**config.mk**
```make
export PLATFORM = sky130hd
export DESIGN_NAME = mem_resp_router_flat
export DESIGN_NICKNAME = d
export VERILOG_FILES = /design/src/rtl/mem_resp_router_if.sv /design/src/rtl/mem_resp_router.sv /design/src/flat_wrapper.sv
export SDC_FILE = /design/constraint.sdc
export NUM_CORES = 2
export LEC_CHECK = 0
export ABC_AREA = 1
export BUFFER_PORTS_ARGS = -buffer_cell sky130_fd_sc_hd__buf_4
export CELL_PAD_IN_SITES_DETAIL_PLACEMENT = 1
export CELL_PAD_IN_SITES_GLOBAL_PLACEMENT = 2
export CORE_AREA = 3 3 605 607
export CTS_CLUSTER_SIZE = 16
export DETAILED_ROUTE_END_ITERATION = 8
export DIE_AREA = 0 0 608 610
export PLACE_DENSITY_LB_ADDON = 0.1
export SLEW_MARGIN = 25
export SYNTH_ARGS = -nofsm -noshare
export SYNTH_HDL_FRONTEND = slang
export SYNTH_SLANG_ARGS = --single-unit
```
**constraint.sdc**
```tcl
create_clock -name clk -period 2.75 [get_ports clk]
set_clock_uncertainty 0.1 [all_clocks]
set_input_delay 0.1375 -clock clk [delete_from_list [all_inputs] [get_ports clk]]
set_output_delay 0.1375 -clock clk [all_outputs]
set_load 0.03 [all_outputs]
```
**src/rtl/mem_resp_router_if.sv**
```systemverilog
// Bundle of the request-snoop, memory-response and I/D fill signals for mem_resp_router.
// The master modport drives requests and responses. The slave modport is the router side.
interface mem_resp_router_if #(
    parameter int LINE_BYTES = 64,
    parameter int ID_WIDTH   = 4
);
    logic                    i_req_enable;
    logic [ID_WIDTH-1:0]     i_req_id;
    logic                    i_req_is_data;
    logic                    i_req_write;
    logic                    i_mem_valid;
    logic [ID_WIDTH-1:0]     i_mem_id;
    logic [LINE_BYTES*8-1:0] i_mem_data;
    logic                    o_instr_valid;
    logic [LINE_BYTES*8-1:0] o_instr_data;
    logic                    o_data_valid;
    logic [LINE_BYTES*8-1:0] o_data_rdata;
    logic                    o_data_wack;
    logic [ID_WIDTH:0]       o_outstanding;
    logic                    o_full;
    logic                    o_err;
    logic                    o_timeout;

    modport master (
        output i_req_enable, i_req_id, i_req_is_data, i_req_write,
        output i_mem_valid, i_mem_id, i_mem_data,
        input  o_instr_valid, o_instr_data, o_data_valid, o_data_rdata,
        input  o_data_wack, o_outstanding, o_full, o_err, o_timeout
    );

    modport slave (
        input  i_req_enable, i_req_id, i_req_is_data, i_req_write,
        input  i_mem_valid, i_mem_id, i_mem_data,
        output o_instr_valid, o_instr_data, o_data_valid, o_data_rdata,
        output o_data_wack, o_outstanding, o_full, o_err, o_timeout
    );
endinterface

```
**src/rtl/mem_resp_router.sv**
```systemverilog
// Routes tagged memory responses to the I or D fill port, using a per-id table of snooped requests.
// Defining RESP_TIMEOUT_EN adds a sticky watchdog for responses that never arrive.
module mem_resp_router #(
    parameter int LINE_BYTES     = 64,
    parameter int ID_WIDTH       = 4,
    parameter int TIMEOUT_CYCLES = 1024
) (
    input  logic               clk,
    input  logic               rst_n,
    mem_resp_router_if.slave   bus
);
    localparam int NUM_IDS = 2**ID_WIDTH;
    localparam int DW      = LINE_BYTES*8;
    localparam logic [ID_WIDTH:0] FULL_CNT = (ID_WIDTH+1)'(NUM_IDS);

    logic [NUM_IDS-1:0] r_valid;
    logic [NUM_IDS-1:0] r_is_data;
    logic [NUM_IDS-1:0] r_is_write;
    logic [ID_WIDTH:0]  r_cnt;
    logic               r_instr_valid;
    logic               r_data_valid;
    logic               r_data_wack;
    logic               r_err;
    logic [DW-1:0]      r_instr_data;
    logic [DW-1:0]      r_data_rdata;

    logic               w_hit;
    logic               w_unknown;
    logic               w_same;
    logic               w_overwrite;
    logic               w_alloc_new;
    logic               w_hit_data;
    logic               w_hit_write;
    logic [ID_WIDTH+1:0] w_cnt_sum;
    logic [ID_WIDTH:0]  w_cnt_next;

    assign w_hit       = bus.i_mem_valid & r_valid[bus.i_mem_id];
    assign w_unknown   = bus.i_mem_valid & ~r_valid[bus.i_mem_id];
    assign w_hit_data  = r_is_data[bus.i_mem_id];
    assign w_hit_write = r_is_write[bus.i_mem_id];
    // A retire and re-allocate on the same id is a legal hand-over, not an overwrite.
    assign w_same      = w_hit & bus.i_req_enable & (bus.i_req_id == bus.i_mem_id);
    assign w_overwrite = bus.i_req_enable & r_valid[bus.i_req_id] & ~w_same;
    assign w_alloc_new = bus.i_req_enable & ~w_overwrite;

    assign w_cnt_sum  = {1'b0, r_cnt} + (ID_WIDTH+2)'(w_alloc_new) - (ID_WIDTH+2)'(w_hit);
    assign w_cnt_next = (w_cnt_sum > {1'b0, FULL_CNT}) ? FULL_CNT : w_cnt_sum[ID_WIDTH:0];

    always_ff @(posedge clk or negedge rst_n) begin
        if (!rst_n) begin
            r_valid    <= '0;
            r_is_data  <= '0;
            r_is_write <= '0;
        end else begin
            for (int k = 0; k < NUM_IDS; k++) begin
                if (w_hit && bus.i_mem_id == ID_WIDTH'(k)) begin
                    r_valid[k] <= 1'b0;
                end
                if (bus.i_req_enable && bus.i_req_id == ID_WIDTH'(k)) begin
                    r_valid[k]    <= 1'b1;
                    r_is_data[k]  <= bus.i_req_is_data;
                    r_is_write[k] <= bus.i_req_write;
                end
            end
        end
    end

    always_ff @(posedge clk or negedge rst_n) begin
        if (!rst_n) begin
            r_cnt         <= '0;
            r_instr_valid <= 1'b0;
            r_data_valid  <= 1'b0;
            r_data_wack   <= 1'b0;
            r_err         <= 1'b0;
            r_instr_data  <= '0;
            r_data_rdata  <= '0;
        end else begin
            r_cnt         <= w_cnt_next;
            r_instr_valid <= w_hit & ~w_hit_data;
            r_data_valid  <= w_hit & w_hit_data & ~w_hit_write;
            r_data_wack   <= w_hit & w_hit_data & w_hit_write;
            if (w_unknown || w_overwrite) begin
                r_err <= 1'b1;
            end
            if (w_hit && !w_hit_data) begin
                r_instr_data <= bus.i_mem_data;
            end
            if (w_hit && w_hit_data && !w_hit_write) begin
                r_data_rdata <= bus.i_mem_data;
            end
        end
    end

    assign bus.o_instr_valid = r_instr_valid;
    assign bus.o_instr_data  = r_instr_data;
    assign bus.o_data_valid  = r_data_valid;
    assign bus.o_data_rdata  = r_data_rdata;
    assign bus.o_data_wack   = r_data_wack;
    assign bus.o_outstanding = r_cnt;
    assign bus.o_full        = (r_cnt == FULL_CNT);
    assign bus.o_err         = r_err;

`ifdef RESP_TIMEOUT_EN
    localparam int WD_W = $clog2(TIMEOUT_CYCLES) + 1;
    localparam logic [WD_W-1:0] WD_LIMIT = WD_W'(TIMEOUT_CYCLES);

    logic [WD_W-1:0] r_wd;
    logic            r_timeout;

    always_ff @(posedge clk or negedge rst_n) begin
        if (!rst_n) begin
            r_wd      <= '0;
            r_timeout <= 1'b0;
        end else begin
            if (w_hit || r_cnt == '0) begin
                r_wd <= '0;
            end else if (r_wd != WD_LIMIT) begin
                r_wd <= r_wd + 1'b1;
            end
            if (r_wd == WD_LIMIT) begin
                r_timeout <= 1'b1;
            end
        end
    end

    assign bus.o_timeout = r_timeout;
`else
    assign bus.o_timeout = 1'b0;
`endif
endmodule
```
**src/flat_wrapper.sv**
```systemverilog
// flat-port wrapper written by rule: the top's interface ports become plain ports
module mem_resp_router_flat 
#(
    parameter int LINE_BYTES     = 64,
    parameter int ID_WIDTH       = 4,
    parameter int TIMEOUT_CYCLES = 1024
)
  (clk, rst_n, bus_i_req_enable, bus_i_req_id, bus_i_req_is_data, bus_i_req_write, bus_i_mem_valid, bus_i_mem_id, bus_i_mem_data, bus_o_instr_valid, bus_o_instr_data, bus_o_data_valid, bus_o_data_rdata, bus_o_data_wack, bus_o_outstanding, bus_o_full, bus_o_err, bus_o_timeout);
  mem_resp_router_if #(.LINE_BYTES(LINE_BYTES), .ID_WIDTH(ID_WIDTH)) bus_i ();
  input  logic clk;
  input  logic rst_n;
  input wire logic [$bits(bus_i.i_req_enable)-1:0] bus_i_req_enable;
  input wire logic [$bits(bus_i.i_req_id)-1:0] bus_i_req_id;
  input wire logic [$bits(bus_i.i_req_is_data)-1:0] bus_i_req_is_data;
  input wire logic [$bits(bus_i.i_req_write)-1:0] bus_i_req_write;
  input wire logic [$bits(bus_i.i_mem_valid)-1:0] bus_i_mem_valid;
  input wire logic [$bits(bus_i.i_mem_id)-1:0] bus_i_mem_id;
  input wire logic [$bits(bus_i.i_mem_data)-1:0] bus_i_mem_data;
  output wire logic [$bits(bus_i.o_instr_valid)-1:0] bus_o_instr_valid;
  output wire logic [$bits(bus_i.o_instr_data)-1:0] bus_o_instr_data;
  output wire logic [$bits(bus_i.o_data_valid)-1:0] bus_o_data_valid;
  output wire logic [$bits(bus_i.o_data_rdata)-1:0] bus_o_data_rdata;
  output wire logic [$bits(bus_i.o_data_wack)-1:0] bus_o_data_wack;
  output wire logic [$bits(bus_i.o_outstanding)-1:0] bus_o_outstanding;
  output wire logic [$bits(bus_i.o_full)-1:0] bus_o_full;
  output wire logic [$bits(bus_i.o_err)-1:0] bus_o_err;
  output wire logic [$bits(bus_i.o_timeout)-1:0] bus_o_timeout;
  assign bus_i.i_req_enable = bus_i_req_enable;
  assign bus_i.i_req_id = bus_i_req_id;
  assign bus_i.i_req_is_data = bus_i_req_is_data;
  assign bus_i.i_req_write = bus_i_req_write;
  assign bus_i.i_mem_valid = bus_i_mem_valid;
  assign bus_i.i_mem_id = bus_i_mem_id;
  assign bus_i.i_mem_data = bus_i_mem_data;
  assign bus_o_instr_valid = bus_i.o_instr_valid;
  assign bus_o_instr_data = bus_i.o_instr_data;
  assign bus_o_data_valid = bus_i.o_data_valid;
  assign bus_o_data_rdata = bus_i.o_data_rdata;
  assign bus_o_data_wack = bus_i.o_data_wack;
  assign bus_o_outstanding = bus_i.o_outstanding;
  assign bus_o_full = bus_i.o_full;
  assign bus_o_err = bus_i.o_err;
  assign bus_o_timeout = bus_i.o_timeout;
  mem_resp_router #(.LINE_BYTES(LINE_BYTES), .ID_WIDTH(ID_WIDTH), .TIMEOUT_CYCLES(TIMEOUT_CYCLES)) u_core (.clk(clk), .rst_n(rst_n), .bus(bus_i));
endmodule
```
==> impl_table.tex <==
\begin{tabular}{lr}
\hline
Metric & Value \\
\hline
\multicolumn{2}{l}{\textbf{Status}} \\
Result of the run & complete, but fails checks \\
Violated checks & setup timing \\
\multicolumn{2}{l}{\textbf{Layout}} \\
Cell area after layout & 78,000 µm² \\
Post-synthesis to final-layout area growth & 79.6\% \\
Reg area & 27,100 µm² \\
Fin nets & approximately 8,100 \\
Area occupied by multi-input gates & between 10,000 and 15,000 µm² \\
Final Util & 0.216 \\
Fraction of final layout cells with drive strength greater than 1 & 0.269 \\
Number of filler instances in the final layout & around 42,000 \\
\multicolumn{2}{l}{\textbf{Setup path}} \\
Reg-to-reg endpoint & u\_core.bus.o\_outstanding[3] \\
Number of cells on the worst reg-to-reg path & 19 \\
Sort of element at the start of the critical path & primary input \\
Reg-to-reg startpoint & u\_core.r\_valid[6] \\
Kind of capture point of the worst setup path & register \\
Required time at the endpoint of the critical path & 3380 ps \\
Startpoint-to-endpoint class of the critical path & primary input to register \\
Worst-path maximum fanout & 5 \\
Setup slack on the worst flop-to-flop path & approximately 30 ps \\
Arrival time reported for the critical path endpoint & 3430 ps \\
\multicolumn{2}{l}{\textbf{Yosys}} \\
Sequential fraction of the synthesis area & 0.623 \\
Number of synthesis warnings & 0 \\
Top post-synthesis cells by area & dfrtp\_1, nand2\_1, nand4\_1 \\
Most frequent cells after synthesis & nand2\_1, dfrtp\_1, nand4\_1, clkbuf\_1, buf\_2 \\
EDFF count, synth & 0 \\
Mean Syn Cell Area & $\sim$8.9 µm² \\
Area share of the largest cell type after synthesis & 0.623 \\
Fraction of registers with async set/reset & 1.00 \\
Cell taking the most area after synthesis & dfrtp\_1 \\
Library cells used by synthesis & 29 \\
Total of flip-flops plus latches after synthesis & between 1,000 and 1,500 \\
Synthesized cell area & 43,400 µm² \\
Number of cells produced by synthesis & $\sim$5,000 \\
Most frequently used flop master after synthesis & dfrtp\_1 \\
Post-synthesis net count & 5,431 \\
Most common cell in the netlist & nand2\_1 \\
\multicolumn{2}{l}{\textbf{Clocking}} \\
CTS sink count & 1,081 \\
Total clock buffers created by CTS & 165 \\
CTS tree & built \\
Number of H-tree levels & 4 \\
CTS Buffer Depth & 4 \\
Clock insertion delay at the later pin of the skew report & 830 ps \\
Clock edge transition at the registers on the reported setup and hold paths & $\sim$60 ps \\
Root cell of the clock tree & clkbuf\_16 \\
\multicolumn{2}{l}{\textbf{Floorplan}} \\
Number of top-level design ports & 1,561 \\
Core Region & about 360,000 µm² \\
Die span in y & around 610 µm \\
Initial cell density of the core & 0.120 \\
Die Area & 371,000 µm² \\
Row count & 221 \\
Die boundary width & between 600 and 700 µm \\
\multicolumn{2}{l}{\textbf{Routing}} \\
Final ANT Viol Nets & 0 \\
DRC violations left & 0 \\
Iteration count of the initial detailed-routing pass & 5 \\
Vias post-DR & 45,466 \\
Routed wire length & 309,000 µm \\
Number of vias per cell after detailed routing & 3.64 \\
Iteration-0 DRC count of the detailed router & 1,986 \\
Average detailed-routed wire length per instance & $\sim$25 µm \\
\multicolumn{2}{l}{\textbf{Global route}} \\
Total congestion overflow & 0 \\
Maximum number of pins on one net before global-route repair & 97 \\
Vias in the first global route & between 40,000 and 50,000 \\
Total global routing track utilization & 0.161 \\
Initial antenna violation count & 78 \\
First-pass GRT wire length & 426,000 µm \\
\multicolumn{2}{l}{\textbf{Placed design}} \\
Post-DP HPWL & 227,000 µm \\
Buffers on Ports & 1,559 \\
Total placed instance area & 62,400 µm² \\
Setup slack after placement & -215 ps \\
Final estimated routing congestion in global placement & 0.795 \\
\multicolumn{2}{l}{\textbf{Timing}} \\
Maximum achievable frequency & between 300 and 400 MHz \\
Normalized max-slew margin & 0.536 \\
Fin crit share & 1.02 \\
Post-route worst hold slack & a little over 30 ps \\
Final TNS setup & -241 ps \\
Final setup margin & -53.7 ps \\
Final min period & 2800 ps \\
Number of slew-limit violations in the final report & 0 \\
Final hold violation count & 0 \\
Final setup viols & 5 \\
Unrepaired setup endpoints after global routing & true \\
Actual transition at the worst max-transition pin & 695 ps \\
\multicolumn{2}{l}{\textbf{Worst hold path}} \\
Class of the most critical hold timing path & primary input to asynchronous set/reset pin \\
\multicolumn{2}{l}{\textbf{Flow run}} \\
Max-cap violations & 0 \\
\multicolumn{2}{l}{\textbf{Pwr}} \\
P per Cell Area & 1180 nW/µm² \\
Leakage dissipation & 39.4 nW \\
Peak VDD IR & 0.499 mV \\
\hline
\end{tabular}
-- worst max-delay path, stage by stage --
cell,delay [ps]
dlygate4sd3_1,560
buf_4,150
nand2_1,90
dlygate4sd3_1,630
inv_2,120
nand2_1,70
nand2_1,90
nor2_1,50
nor2_1,140
a21oi_1,120
ha_4,180
fa_2,340
a21oi_2,120
nor2_1,60
nor2_1,110
xor2_1,210
nand2_1,100
nand2_2,90
nor2_1,60
-- layout by cell type, fill, tap and decap left out, types with 2 or more instances in the layout --
cell	instances
nor2_1	27
nor2_4	4
nand2_1	2758
inv_6	2
ha_4	2
nor3_1	2
nand4_1	516
dfrtp_1	1081
o21ai_0	40
clkbuf_8	23
clkbuf_16	170
clkinv_2	13
ha_1	5
inv_1	48
nand3_1	27
diode_2	32
a21oi_1	4
o21ai_1	6
buf_16	5
nand2_2	3
dlygate4sd3_1	1010
inv_2	3
nor2_2	2
inv_16	2
xor2_1	7
buf_6	3
clkbuf_1	58
nand2_8	2
buf_12	91
buf_4	1718
bufinv_16	7
-- timing repair --
item	4_1_cts	5_1_grt
hold buffers	1011	0
gates cloned	1	1
resized for setup	6	10
pin swaps	9	3
setup buffers	2	5
hold endpoints to repair	2074	0
setup endpoints to repair	18	23
-- where the power goes --
part           total [mW]  switching, mW  internal (mW)
clock network        21.3           8.80           12.5
logic                43.6           29.7           13.9
registers            27.3           4.42           22.9
-- per-layer routing --
layer / part of all wire / wire (µm) / global-route usage
met5: 0.00032 / 98 / 0
met4: 0.032 / 9780 / 0.0432
met3: 0.059 / 18300 / 0.0431
met2: 0.50 / 153000 / 0.284
met1: 0.41 / 128000 / 0.191
-- flip-flops by register name (all words and copies together) (netlist names) --
register                  count
u_core.bus.o_outstanding      5
u_core.r_is_data             16
u_core.r_valid               16
u_core.bus.o_data_wack        1
u_core.bus.o_instr_valid      1
u_core.bus.o_err              1
u_core.r_is_write            16
u_core.bus.o_instr_data     512
u_core.bus.o_data_rdata     512
u_core.bus.o_data_valid       1
-- final cells by class --
| class | instances | share of cell area |
|---|---|---|
| Sequential cell | 1081 | 0.347 |
| Timing Repair Buffer | 2828 | 0.321 |
| Multi-Input combinational cell | 3412 | 0.185 |
| Tap cell | 4794 | 0.0769 |
| Clock buffer | 250 | 0.0611 |
| Clock inverter | 28 | 0.00507 |
| Inverter | 53 | 0.00268 |
| Antenna cell | 32 | 0.00103 |
-- stage by stage --
| step | total power [mW] | std cells |
|---|---|---|
| global placement | 70.8 | 11148 |
| global route | 97.6 | 12471 |
| floorplan | 47.7 | 4897 |
| finish | 92.3 | 12478 |
| CTS | 94.7 | 12440 |
| detailed placement | 70.9 | 11148 |
-- kinds of logic (layout without fill, tap and decap cells) --
kind of cell	count (synthesis)	count (layout)	synth area share
XOR/XNOR	8	8	0.00161
flip-flops	1081	1081	0.623
buffers and inverters	404	3159	0.0461
AND/OR/NAND/NOR	3344	3344	0.321
AO/OA/AOI/OAI	51	51	0.00588
adder cells (fa/ha/maj)	8	8	0.00248
other	1	33	0.0000864
-- how the worst max path moves through the flow --
| stage | startpoint | endpoint | slack (ps) | cells past startpoint |
|---|---|---|---|---|
| 2_1_floorplan | u_core.r_valid[9] | u_core.bus.o_outstanding[2] | -110 | 21 |
| 5_1_grt | u_core.r_valid[6] | u_core.bus.o_outstanding[3] | -200 | 19 |
| 4_1_cts | u_core.r_valid[10] | u_core.bus.o_outstanding[1] | 4 | 19 |
| 3_5_place_dp | bus_i_mem_id[0] | u_core.bus.o_outstanding[1] | -210 | 21 |
| 3_3_place_gp | bus_i_mem_id[0] | u_core.bus.o_outstanding[1] | -260 | 21 |
| 6_report | bus_i_req_id[2] | u_core.bus.o_outstanding[3] | -50 | 19 |
No activity file was read; power rests on OpenSTA's default activity.
